## config.mk

```make
export PLATFORM = sky130hd
export DESIGN_NAME = snow_v_stream_ctrl
export DESIGN_NICKNAME = d
export VERILOG_FILES = /design/src/rtl/snow_v_stream_ctrl.sv
export SDC_FILE = /design/constraint.sdc
export NUM_CORES = 1
export LEC_CHECK = 0
export ABC_AREA = 1
export CAP_MARGIN = 15
export CORE_AREA = 2 2 458 460
export CTS_CLUSTER_DIAMETER = 50
export DETAILED_ROUTE_END_ITERATION = 16
export DIE_AREA = 0 0 460 462
export SLEW_MARGIN = 20
export SYNTH_ARGS = -nofsm -noshare
export SYNTH_HDL_FRONTEND = slang
export SYNTH_SLANG_ARGS = --single-unit
export TNS_END_PERCENT = 50
```

## constraint.sdc

```tcl
create_clock -name clk -period 1.9 [get_ports clk]
set_input_delay 0.475 -clock clk [delete_from_list [all_inputs] [get_ports clk]]
set_output_delay 0.475 -clock clk [all_outputs]
set_load 0.1 [all_outputs]
```

## src/rtl/snow_v_stream_ctrl.sv

```systemverilog
// Session controller for the SNOW_V keystream core: load, discard init output,
// then stream keystream (or keystream ^ din) one block per consumed transfer.
module snow_v_stream_ctrl #(
  parameter int unsigned KEY_W       = 256,
  parameter int unsigned IV_W        = 128,
  parameter int unsigned WORD_W      = 128,
  parameter int unsigned INIT_CYCLES = 16,
  parameter int unsigned CNT_W       = 16
) (
  input  logic              clk,
  input  logic              rst_n,
  input  logic              start_valid,
  output logic              start_ready,
  input  logic [KEY_W-1:0]  s_key,
  input  logic [IV_W-1:0]   IV,
  input  logic [CNT_W-1:0]  num_blocks,
  input  logic              xor_en,
  input  logic              abort,
  input  logic              din_valid,
  output logic              din_ready,
  input  logic [WORD_W-1:0] din,
  output logic              dout_valid,
  input  logic              dout_ready,
  output logic [WORD_W-1:0] dout,
  output logic              dout_last,
  output logic              busy,
  output logic              core_load,
  output logic              core_en,
  output logic [KEY_W-1:0]  core_key,
  output logic [IV_W-1:0]   core_iv,
  input  logic [WORD_W-1:0] core_keystream
);

  localparam int unsigned INIT_W = (INIT_CYCLES > 1) ? $clog2(INIT_CYCLES) : 1;
  localparam logic [INIT_W-1:0] INIT_LAST = INIT_W'(INIT_CYCLES - 1);

  typedef enum logic [1:0] {
    IDLE   = 2'd0,
    LOAD   = 2'd1,
    INIT   = 2'd2,
    STREAM = 2'd3
  } state_e;

  state_e             state_q, state_d;
  logic [INIT_W-1:0]  init_cnt_q, init_cnt_d;
  logic [CNT_W-1:0]   blocks_q, blocks_d;
  logic [KEY_W-1:0]   key_q;
  logic [IV_W-1:0]    iv_q;
  logic               xor_q;
  logic               start_fire;
  logic               transfer;
  logic               last_blk;

  // State and counters
  always_ff @(posedge clk) begin
    if (!rst_n) begin
      state_q    <= IDLE;
      init_cnt_q <= '0;
      blocks_q   <= '0;
    end else begin
      state_q    <= state_d;
      init_cnt_q <= init_cnt_d;
      blocks_q   <= blocks_d;
    end
  end

  // Session parameters captured on the start handshake
  always_ff @(posedge clk) begin
    if (!rst_n) begin
      key_q <= '0;
      iv_q  <= '0;
      xor_q <= 1'b0;
    end else if (start_fire) begin
      key_q <= s_key;
      iv_q  <= IV;
      xor_q <= xor_en;
    end
  end

  assign core_key = key_q;
  assign core_iv  = iv_q;

  // Next state and zero-latency handshake outputs; abort masks all activity
  always_comb begin
    state_d     = state_q;
    init_cnt_d  = init_cnt_q;
    blocks_d    = blocks_q;
    start_ready = 1'b0;
    busy        = 1'b1;
    core_load   = 1'b0;
    core_en     = 1'b0;
    dout_valid  = 1'b0;
    din_ready   = 1'b0;
    dout        = '0;
    dout_last   = 1'b0;
    start_fire  = 1'b0;
    transfer    = 1'b0;
    last_blk    = (blocks_q == CNT_W'(1));

    case (state_q)
      IDLE: begin
        busy        = 1'b0;
        start_ready = 1'b1;
        start_fire  = start_valid;
        if (start_valid) begin
          blocks_d = num_blocks;
          if (num_blocks != '0) state_d = LOAD;
        end
      end
      LOAD: begin
        if (abort) begin
          state_d = IDLE;
        end else begin
          core_load  = 1'b1;
          core_en    = 1'b1;
          init_cnt_d = INIT_LAST;
          state_d    = INIT;
        end
      end
      INIT: begin
        if (abort) begin
          state_d = IDLE;
        end else begin
          core_en = 1'b1;
          if (init_cnt_q == '0) state_d = STREAM;
          else init_cnt_d = init_cnt_q - INIT_W'(1);
        end
      end
      STREAM: begin
        if (abort) begin
          state_d = IDLE;
        end else begin
          dout_valid = xor_q ? din_valid : 1'b1;
          din_ready  = xor_q & dout_ready;
          transfer   = dout_valid & dout_ready;
          core_en    = transfer;
          if (dout_valid) begin
            dout      = core_keystream ^ (xor_q ? din : '0);
            dout_last = last_blk;
          end
          if (transfer) begin
            blocks_d = blocks_q - CNT_W'(1);
            if (last_blk) state_d = IDLE;
          end
        end
      end
      default: state_d = IDLE;
    endcase
  end

endmodule
```

After elaboration in Yosys (flattened, before gate mapping) --
Index checks and enable logic that the tools add are counted.
Word-level totals: bits in registers 407, output and inout port bits 519
Operators by class: add/subtract/negate cells 2, equal/unequal tests 14, muxes and demuxes 36, bitwise logic cells 3, reduce and logical (&&, ||, !) cells 9
Operator list (count):
- 128-bit two-way mux | 4
- 128-bit bitwise XOR | 1
- 16-bit two-way mux | 3
- 16-bit one-hot mux with 2 select lines | 1
- 16-bit by 1-bit equality test with 1-bit output, second input constant | 1
- 2-bit two-way mux | 8
- 16-bit nonzero test | 1
- 16-bit by 1-bit subtractor with 16-bit output, second input constant | 1
- 1-bit two-way mux | 14
- 2-bit != test, second input constant | 7
- 4-bit two-way mux | 3
- 3-bit != test, second input constant | 3
- 2-bit one-hot mux with 4 select lines | 1
- 4-bit one-hot mux with 2 select lines | 1
- 4-bit AND reduction | 2
- 5-bit AND reduction | 1
- 2-bit equality test, second input constant | 2
- 4-bit zero test | 1
- 2-bit nonzero test | 2
- 4-bit by 1-bit subtractor with 4-bit output, second input constant | 1
- 1-bit AND | 2
- 2-bit by 1-bit equality test with 1-bit output, second input constant | 1
- 2-bit zero test | 1
- 1-bit one-hot mux with 2 select lines | 1
- 2-bit OR reduction | 1

Logic depth before layout (Yosys ltp) --
Gate-level depths: netlist (run 1).
depth in word-level cells 5, depth in mapped cells 12

Least setup slack after synthesis (run 1) --
OpenSTA, ideal clock, no wires.
path type register -> output, from register state_q[0], to output port dout[100], arrival time 2963 ps, setup slack -1538 ps, stages on the path, launching flop included 8, path buffers 2, cells stage by stage dfxtp_1 -> ha_1 -> nand2_2 -> nor2_4 -> inv_1 -> clkbuf_1 -> buf_2 -> nor2_1
On the way: word-level cells in the longest chain between the ends 2
Ends and longest elaborated chain:
- start: declaration | line 44 | state_e state_q, state_d;
- start signal: assignment | line 61 | state_q <= state_d;
- 2-bit equality test | line 100 | case (state_q)
- 128-bit two-way mux | line 100
- end: declaration | line 24 | output logic [WORD_W-1:0] dout,
No other way between the ends.

Worst setup path in the final report (run 1) --
from register xor_q, to output port dout[18]
On the way: word-level cells in the longest chain between the ends 5
Ends and longest elaborated chain:
- start: declaration | line 49 | logic xor_q;
- start signal: assignment | line 76 | xor_q <= xor_en;
- 128-bit two-way mux | line 138 | dout = core_keystream ^ (xor_q ? din : '0);
- 128-bit bitwise XOR | line 138
- 128-bit two-way mux (*) | line 137 | if (dout_valid) begin
- 128-bit two-way mux (*) | line 130 | if (abort) begin
- 128-bit two-way mux (*) | line 100
Mark *: on every way between the ends. The rest lies on a longest branch, timed or not.

==> results.sh, run 1 <==
export IMPL_run_status="finished with violations"
export IMPL_violations="negative setup slack"
export IMPL_grt_overflow_total=0
export IMPL_final_antenna_net_count=0
export IMPL_dp_slack_ps=-660
export IMPL_syn_inst=2369
export IMPL_crit_share_post_route=1.41
export IMPL_detailed_place_hpwl_microns=134000
export IMPL_unrepaired_setup_endpoints_after_global_routing="yes"
export IMPL_crit_type="reg2out"
export IMPL_synth_cell_types=28
export IMPL_final_layout_size_suffix_gt1_frac=0.302
export IMPL_internal_power_uw=29400
export IMPL_timing_worst_slew_pin_value_ps=548
export IMPL_timing_critical_path_cells="buf_12 -> buf_12 -> buf_16 -> nand2_2 -> xor2_1 -> buf_4 -> nor2_4 -> buf_12"
export IMPL_route_detailed_vias_per_inst=3.33
export IMPL_htree_levels=3
export IMPL_drt_pass1_iterations=5
export IMPL_tritoncts="done"
export IMPL_fin_worst_hold_slack_ps=158
export IMPL_critical_path_capture_point_type="primary output"
export IMPL_design_final_nets=4372
export IMPL_worst_clock_skew_ps=32.4
export IMPL_detailroute_via_count=21700
export IMPL_timing_reg2reg_worst_path_depth=13
export IMPL_hold_class="in2reg"
export IMPL_critPathMaxFanout=7
export IMPL_clockBufferDepth=3
export IMPL_critPathRequiredTime_ps=1420
export IMPL_share_of_async_settable_or_async_resettable_flops_after_synthesis=0
export IMPL_comb_power_share=0.553
export IMPL_fp_dieArea_sq_um=213000
export IMPL_worst_path_most_repeated_cell="sky130_fd_sc_hd__buf_12"
export IMPL_synth_enable_flop_cells=0
export IMPL_detailed_route_drc_error_count=0
export IMPL_initialDrtViolationCount=1036
export IMPL_max_cap_viol_count=0
export IMPL_largest_stage_delay_on_the_critical_path_ps=370
export IMPL_setup_violations_final=135
export IMPL_p_seq_frac=0.217
export IMPL_yosysTopAreaCellShare=0.480
export IMPL_portBuffers=1181
export IMPL_synth_fp_nets=3040
export IMPL_report_final_slew_viol_count=0
export IMPL_power_clock_fraction=0.231
export IMPL_synth_largest_area_cell="sky130_fd_sc_hd__dfxtp_1"
export IMPL_postSynthAreaPerCell_sq_um=7.16
export IMPL_crit_arrival_ps=2210
export IMPL_floorplan_rows=168
export IMPL_synthesis_yosys_warnings=0
export IMPL_clock_insertion_delay_worst_skew_ps=680
export IMPL_wire_per_inst_microns=23.8
export IMPL_gpl_final_weighted_congestion=0.851
export IMPL_coreArea_sq_um=208000
export IMPL_yosys_cell_count_top_type="sky130_fd_sc_hd__nor2_1"
export IMPL_yosys_top_cells_count="sky130_fd_sc_hd__nor2_1, sky130_fd_sc_hd__dfxtp_1, sky130_fd_sc_hd__o21ai_0"
export IMPL_pwr_density_cell_nw_per_um2=1290
export IMPL_clkSlewWorstSetupHoldPaths_ps=50
export IMPL_worst_slack_ps=-781
export IMPL_critical_path_s_slowest_cell="sky130_fd_sc_hd__dfxtp_4"
export IMPL_synthesized_cell_area_sq_um=17000
export IMPL_timing_max_slew_rel_slack=0.634
export IMPL_via_count_of_the_first_global_routing_pass=21300
export IMPL_root_buffer="sky130_fd_sc_hd__clkbuf_16"
export IMPL_wirelength_routed_microns=155000
export IMPL_timing_hold_violations_final=0
export IMPL_io_pin_count=1182
export IMPL_initial_utilization=0.0815
export IMPL_antenna_found_initial=135
export IMPL_switchingPower_uw=27100
export IMPL_power_static_leakage_uw=0.0165
export IMPL_dieWidth_microns=460
export IMPL_grt_use_total=0.138
export IMPL_maximum_number_of_pins_on_one_net_before_global_route_repair=69
export IMPL_cts_num_sinks=407
export IMPL_min_from="rst_n"
export IMPL_critPathLaunch="xor_q"
export IMPL_max_freq_ghz=0.373
export IMPL_vdd_ir_drop_max_mv=1.03
export IMPL_worst_r2r_startpoint="xor_q"
export IMPL_vert_die_dim_microns=462
export IMPL_numCtsBuffers=67
export IMPL_grt_pass1_wl_microns=196000
export IMPL_synth_seq_area_share=0.480
export IMPL_timing_critical_path_from_type="flip-flop"
export IMPL_holdPathStages=3
export IMPL_layout_area_overhead_vs_synth_pct=158
export IMPL_final_min_clock_period_ps=2680
export IMPL_synth_top_flop_cell="sky130_fd_sc_hd__dfxtp_1"
export IMPL_power_switching_fraction=0.480
export IMPL_synthTopCellsByArea="sky130_fd_sc_hd__dfxtp_1, sky130_fd_sc_hd__nor2_1, sky130_fd_sc_hd__o21ai_0"
export IMPL_ys_ff_latch=407
[power by group through the flow]
stage,sequential (uW),clock [uW],combinational (uW)
3_5_place_dp,12400,0,30500
6_report,12200,13000,31200
2_1_floorplan,22800,0,5840
5_1_grt,12400,13800,32600
3_3_place_gp,12400,0,30400
4_1_cts,12300,13500,31300
[sequential cells by signal, summed over array words and instances, names as in the netlist]
| name | count |
|---|---|
| state_q | 2 |
| core_iv | 128 |
| xor_q | 1 |
| core_key | 256 |
| init_cnt_q | 4 |
| blocks_q | 16 |
[what timing repair did]
action	CTS	global route
pin swaps	22	16
hold buffers	0	0
cloned	7	3
endpoints found under the setup margin	139	158
buffers inserted	8	4
gates resized for setup	286	88
[area by class of cell]
cell class / count / area, sq um
inverter: 37 / 173
timing repair buffer: 1425 / 19600
clock buffer: 82 / 1810
multi-input combinational: 1763 / 9970
tap: 2720 / 3400
antenna: 36 / 90.1
fill: 22500 / 164000
sequential: 407 / 8160
clock inverter: 38 / 596
[worst max-delay path, delay by kind of cell, from the launching register on]
kind                   cells  cell delay (ps)
XOR/XNOR                   1              140
buffers and inverters      5              820
flip-flops                 1              370
AND/OR/NAND/NOR            2              180
[through the flow]
stage / cell area (sq um) / power, uW / std cells / setup TNS (ps) / utilization
CTS: 43200 / 57100 / 6477 / -99690 / 0.208
floorplan: 17400 / 28700 / 2369 / -146970 / -
finish: 43800 / 56500 / 6508 / -89320 / 0.211
detailed placement: 39400 / 42900 / 6360 / -137230 / 0.189
global placement: 39400 / 42800 / 6360 / -130490 / 0.189
global route: 43800 / 58800 / 6477 / -103660 / 0.210
[cell usage in the layout (no fill, tap or decap), drive strengths merged]
cell	instances
o21a	1
dfxtp	407
nand3	22
clkdlybuf4s50	661
nand2	205
mux2i	1
buf	762
ha	8
nand3b	1
clkinvlp	6
nor2	958
bufinv	7
o211ai	1
a21oi	27
nor3	2
xnor2	1
xor2	129
clkinv	16
clkbuf	84
or2	1
diode	36
o21ai	406
inv	46
[metal layers]
| layer | wire, microns | track usage |
|---|---|---|
| met1 | 53500 | 0.137 |
| met2 | 72400 | 0.235 |
| met5 | 575 | 0 |
| met3 | 20900 | 0.0858 |
| met4 | 7260 | 0.0506 |
[worst paths after layout]
path / slack, ps / endpoint
max: -780 / dout[18]
min: 160 / core_iv[36]
max reg2reg: 70 / blocks_q[8]
min reg2reg: 470 / init_cnt_q[1]
[cell families after synthesis]
logic type / synth area share
XOR/XNOR: 0.0671
buffers and inverters: 0.0501
adder cells (fa/ha/maj): 0.00590
flip-flops: 0.480
AO/OA/AOI/OAI: 0.130
multiplexers: 0.000590
AND/OR/NAND/NOR: 0.266
(Power assumes the default switching activity.)
==> run 2: changes to the inputs <==
--- a/config.mk
+++ b/config.mk
@@ -6,11 +6,10 @@
 export NUM_CORES = 1
 export LEC_CHECK = 0
 export ABC_AREA = 1
-export CAP_MARGIN = 15
-export CORE_AREA = 2 2 458 460
+export CORE_AREA = 2 2 459 461
 export CTS_CLUSTER_DIAMETER = 50
 export DETAILED_ROUTE_END_ITERATION = 16
-export DIE_AREA = 0 0 460 462
+export DIE_AREA = 0 0 461 463
 export SLEW_MARGIN = 20
 export SYNTH_ARGS = -nofsm -noshare
 export SYNTH_HDL_FRONTEND = slang
==> run 2 against run 1 <==
Compared with the run above:
- the flow still finishes with violations (negative setup slack)
- utilization down 0.47 points
- non-clock buffer count rose by 9
- sequential power about the same
- critical path depth down 1
==> results.sh, run 2 (synthesized netlist as in run 1, its figures left out) <==
export IMPL_run_status="finished with violations"
export IMPL_violations="negative setup slack"
export IMPL_maximum_number_of_pins_on_one_net_before_global_route_repair=76
export IMPL_grt_overflow_total=0
export IMPL_largest_stage_delay_on_the_critical_path_ps=370
export IMPL_largest_register_ff_count=256
export IMPL_wire_length_on_met2_microns=73000
export IMPL_hold_class="in2reg"
export IMPL_vdd_ir_drop_max_mv=0.879
export IMPL_timing_critical_path_from_type="flip-flop"
export IMPL_ff2ff_setup_slack_ps=40
export IMPL_post_place_cells=6440
export IMPL_critical_path_top_delay_family="buffers and inverters"
export IMPL_switchingPower_uw=26800
export IMPL_final_layout_size_suffix_gt1_frac=0.290
export IMPL_met1Wirelength_microns=53000
export IMPL_drt_pass1_iterations=6
export IMPL_crit_share_post_route=1.40
export IMPL_pwr_density_cell_nw_per_um2=1300
export IMPL_cp_num_buf_inv=4
export IMPL_comb_power_share=0.551
export IMPL_timing_hold_violations_final=0
export IMPL_cp_endpoint="dout[33]"
export IMPL_vert_die_dim_microns=463
export IMPL_cp_num_cells=7
export IMPL_grt_use_total=0.139
export IMPL_critPathRequiredTime_ps=1420
export IMPL_power_switching_fraction=0.479
export IMPL_timing_worst_slew_pin_value_ps=491
export IMPL_detailed_place_hpwl_microns=136000
export IMPL_layout_common_cells="sky130_fd_sc_hd__nor2_1, sky130_fd_sc_hd__clkdlybuf4s50_1, sky130_fd_sc_hd__buf_12"
export IMPL_final_min_clock_period_ps=2650
export IMPL_worst_path_most_repeated_cell="sky130_fd_sc_hd__buf_12"
export IMPL_wire_per_inst_microns=23.4
export IMPL_design_final_nets=4381
export IMPL_routed_wl_met3_microns=22800
export IMPL_root_buffer="sky130_fd_sc_hd__clkbuf_16"
export IMPL_internal_power_uw=29200
export IMPL_initialDrtViolationCount=1092
export IMPL_report_final_slew_viol_count=0
export IMPL_wirelength_routed_microns=155000
export IMPL_maxUsedRoutingLayer="met5"
export IMPL_timing_critical_path_cells="buf_12 -> clkbuf_16 -> nand2_1 -> xor2_1 -> buf_4 -> nor2_2 -> buf_12"
export IMPL_unrepaired_setup_endpoints_after_global_routing="yes"
export IMPL_max_cap_viol_count=0
export IMPL_clock_insertion_delay_worst_skew_ps=690
export IMPL_critPathLaunch="xor_q"
export IMPL_io_pin_count=1182
export IMPL_dp_slack_ps=-736
export IMPL_floorplan_rows=168
export IMPL_fp_dieArea_sq_um=213000
export IMPL_detailroute_via_count=21700
export IMPL_dieWidth_microns=461
export IMPL_critical_path_capture_point_type="primary output"
export IMPL_coreArea_sq_um=209000
export IMPL_mostFrequentLayoutCell="sky130_fd_sc_hd__nor2_1"
export IMPL_route_detailed_vias_per_inst=3.28
export IMPL_crit_arrival_ps=2180
export IMPL_critPathMaxFanout=6
export IMPL_final_antenna_net_count=0
export IMPL_initial_utilization=0.0813
export IMPL_cts_num_sinks=407
export IMPL_tritoncts="done"
export IMPL_power_static_leakage_uw=0.0163
export IMPL_max_freq_ghz=0.377
export IMPL_clockBufferDepth=3
export IMPL_htree_levels=3
export IMPL_detailed_route_drc_error_count=0
export IMPL_portBuffers=1181
export IMPL_setup_violations_final=135
export IMPL_finish_cell_count_without_fillers=6601
export IMPL_via_count_of_the_first_global_routing_pass=21400
export IMPL_crit_type="reg2out"
export IMPL_clkSlewWorstSetupHoldPaths_ps=50
export IMPL_power_clock_fraction=0.230
export IMPL_gpl_final_weighted_congestion=0.887
export IMPL_timing_rr_end="core_key[71]"
export IMPL_worst_r2r_startpoint="state_q[0]"
export IMPL_tns_ps=-91130
export IMPL_antenna_found_initial=145
export IMPL_p_seq_frac=0.219
export IMPL_critical_path_s_slowest_cell="sky130_fd_sc_hd__dfxtp_4"
export IMPL_timing_reg2reg_worst_path_depth=8
export IMPL_holdPathStages=3
export IMPL_numCtsBuffers=67
export IMPL_worst_slack_ps=-755
export IMPL_worst_clock_skew_ps=34.1
export IMPL_layout_area_overhead_vs_synth_pct=153
export IMPL_timing_max_slew_rel_slack=0.671
export IMPL_grt_pass1_wl_microns=197000
-- run 2: power by group through the flow --
| stage | clock [uW] | sequential, uW | combinational (uW) |
|---|---|---|---|
| after floorplan | 0 | 22800 | 5840 |
| after global placement | 0 | 12400 | 30500 |
| after detailed placement | 0 | 12400 | 30600 |
| after CTS | 13300 | 12300 | 31100 |
| after global routing | 13600 | 12500 | 32200 |
| final | 12900 | 12200 | 30800 |
-- run 2: area by class of cell --
| type | instances | area (sq um) |
|---|---|---|
| fill | 22800 | 166000 |
| sequential | 407 | 8160 |
| timing repair buffer | 1434 | 19600 |
| clock buffer | 80 | 1820 |
| tap | 2805 | 3510 |
| inverter | 37 | 175 |
| multi-input combinational | 1763 | 9100 |
| clock inverter | 40 | 529 |
| antenna | 35 | 87.6 |
-- run 2: metrics by stage --
stage / total power (uW) / hold WS (ps) / util / instance area, sq um
after floorplan: 28700 / 448 / - / 17400
after global placement: 42800 / 456 / 0.189 / 39400
after detailed placement: 43000 / 471 / 0.189 / 39400
after CTS: 56600 / 76.2 / 0.204 / 42500
after global routing: 58200 / 126 / 0.206 / 42900
final: 56000 / 151 / 0.206 / 42900
-- run 2: worst min-delay path by stage --
| stage | from | to | slack [ps] |
|---|---|---|---|
| final | rst_n | core_iv[59] | 150 |
| after global routing | rst_n | core_iv[59] | 130 |
| after CTS | rst_n | core_iv[59] | 80 |
| after global placement | init_cnt_q[1] | init_cnt_q[1] | 460 |
| after floorplan | init_cnt_q[1] | init_cnt_q[1] | 450 |
| after detailed placement | blocks_q[10] | blocks_q[10] | 470 |
-- run 2: worst reg2reg max path, delay by kind of cell (launching register included) --
| family | cells | cell delay (ps) |
|---|---|---|
| simple gates | 2 | 220 |
| compound gates | 1 | 310 |
| flops | 1 | 330 |
| buf+inv | 4 | 710 |
| fa+ha+maj | 1 | 180 |
-- run 2: timing repair --
action                     4_1_cts  5_1_grt
pin swaps                       11       10
gates resized for setup        155       73
cloned                           3        3
hold endpoints to repair         0        0
setup endpoints to repair      147      150
setup buffers                    4        0
hold buffers                     0        0
-- run 2: metal layers --
| metal | vias up | track usage |
|---|---|---|
| met3 | 273 | 0.0902 |
| met4 | 106 | 0.0452 |
| met5 | - | 0 |
| met2 | 1112 | 0.236 |
| met1 | 9985 | 0.137 |
| li1 | 10200 | - |
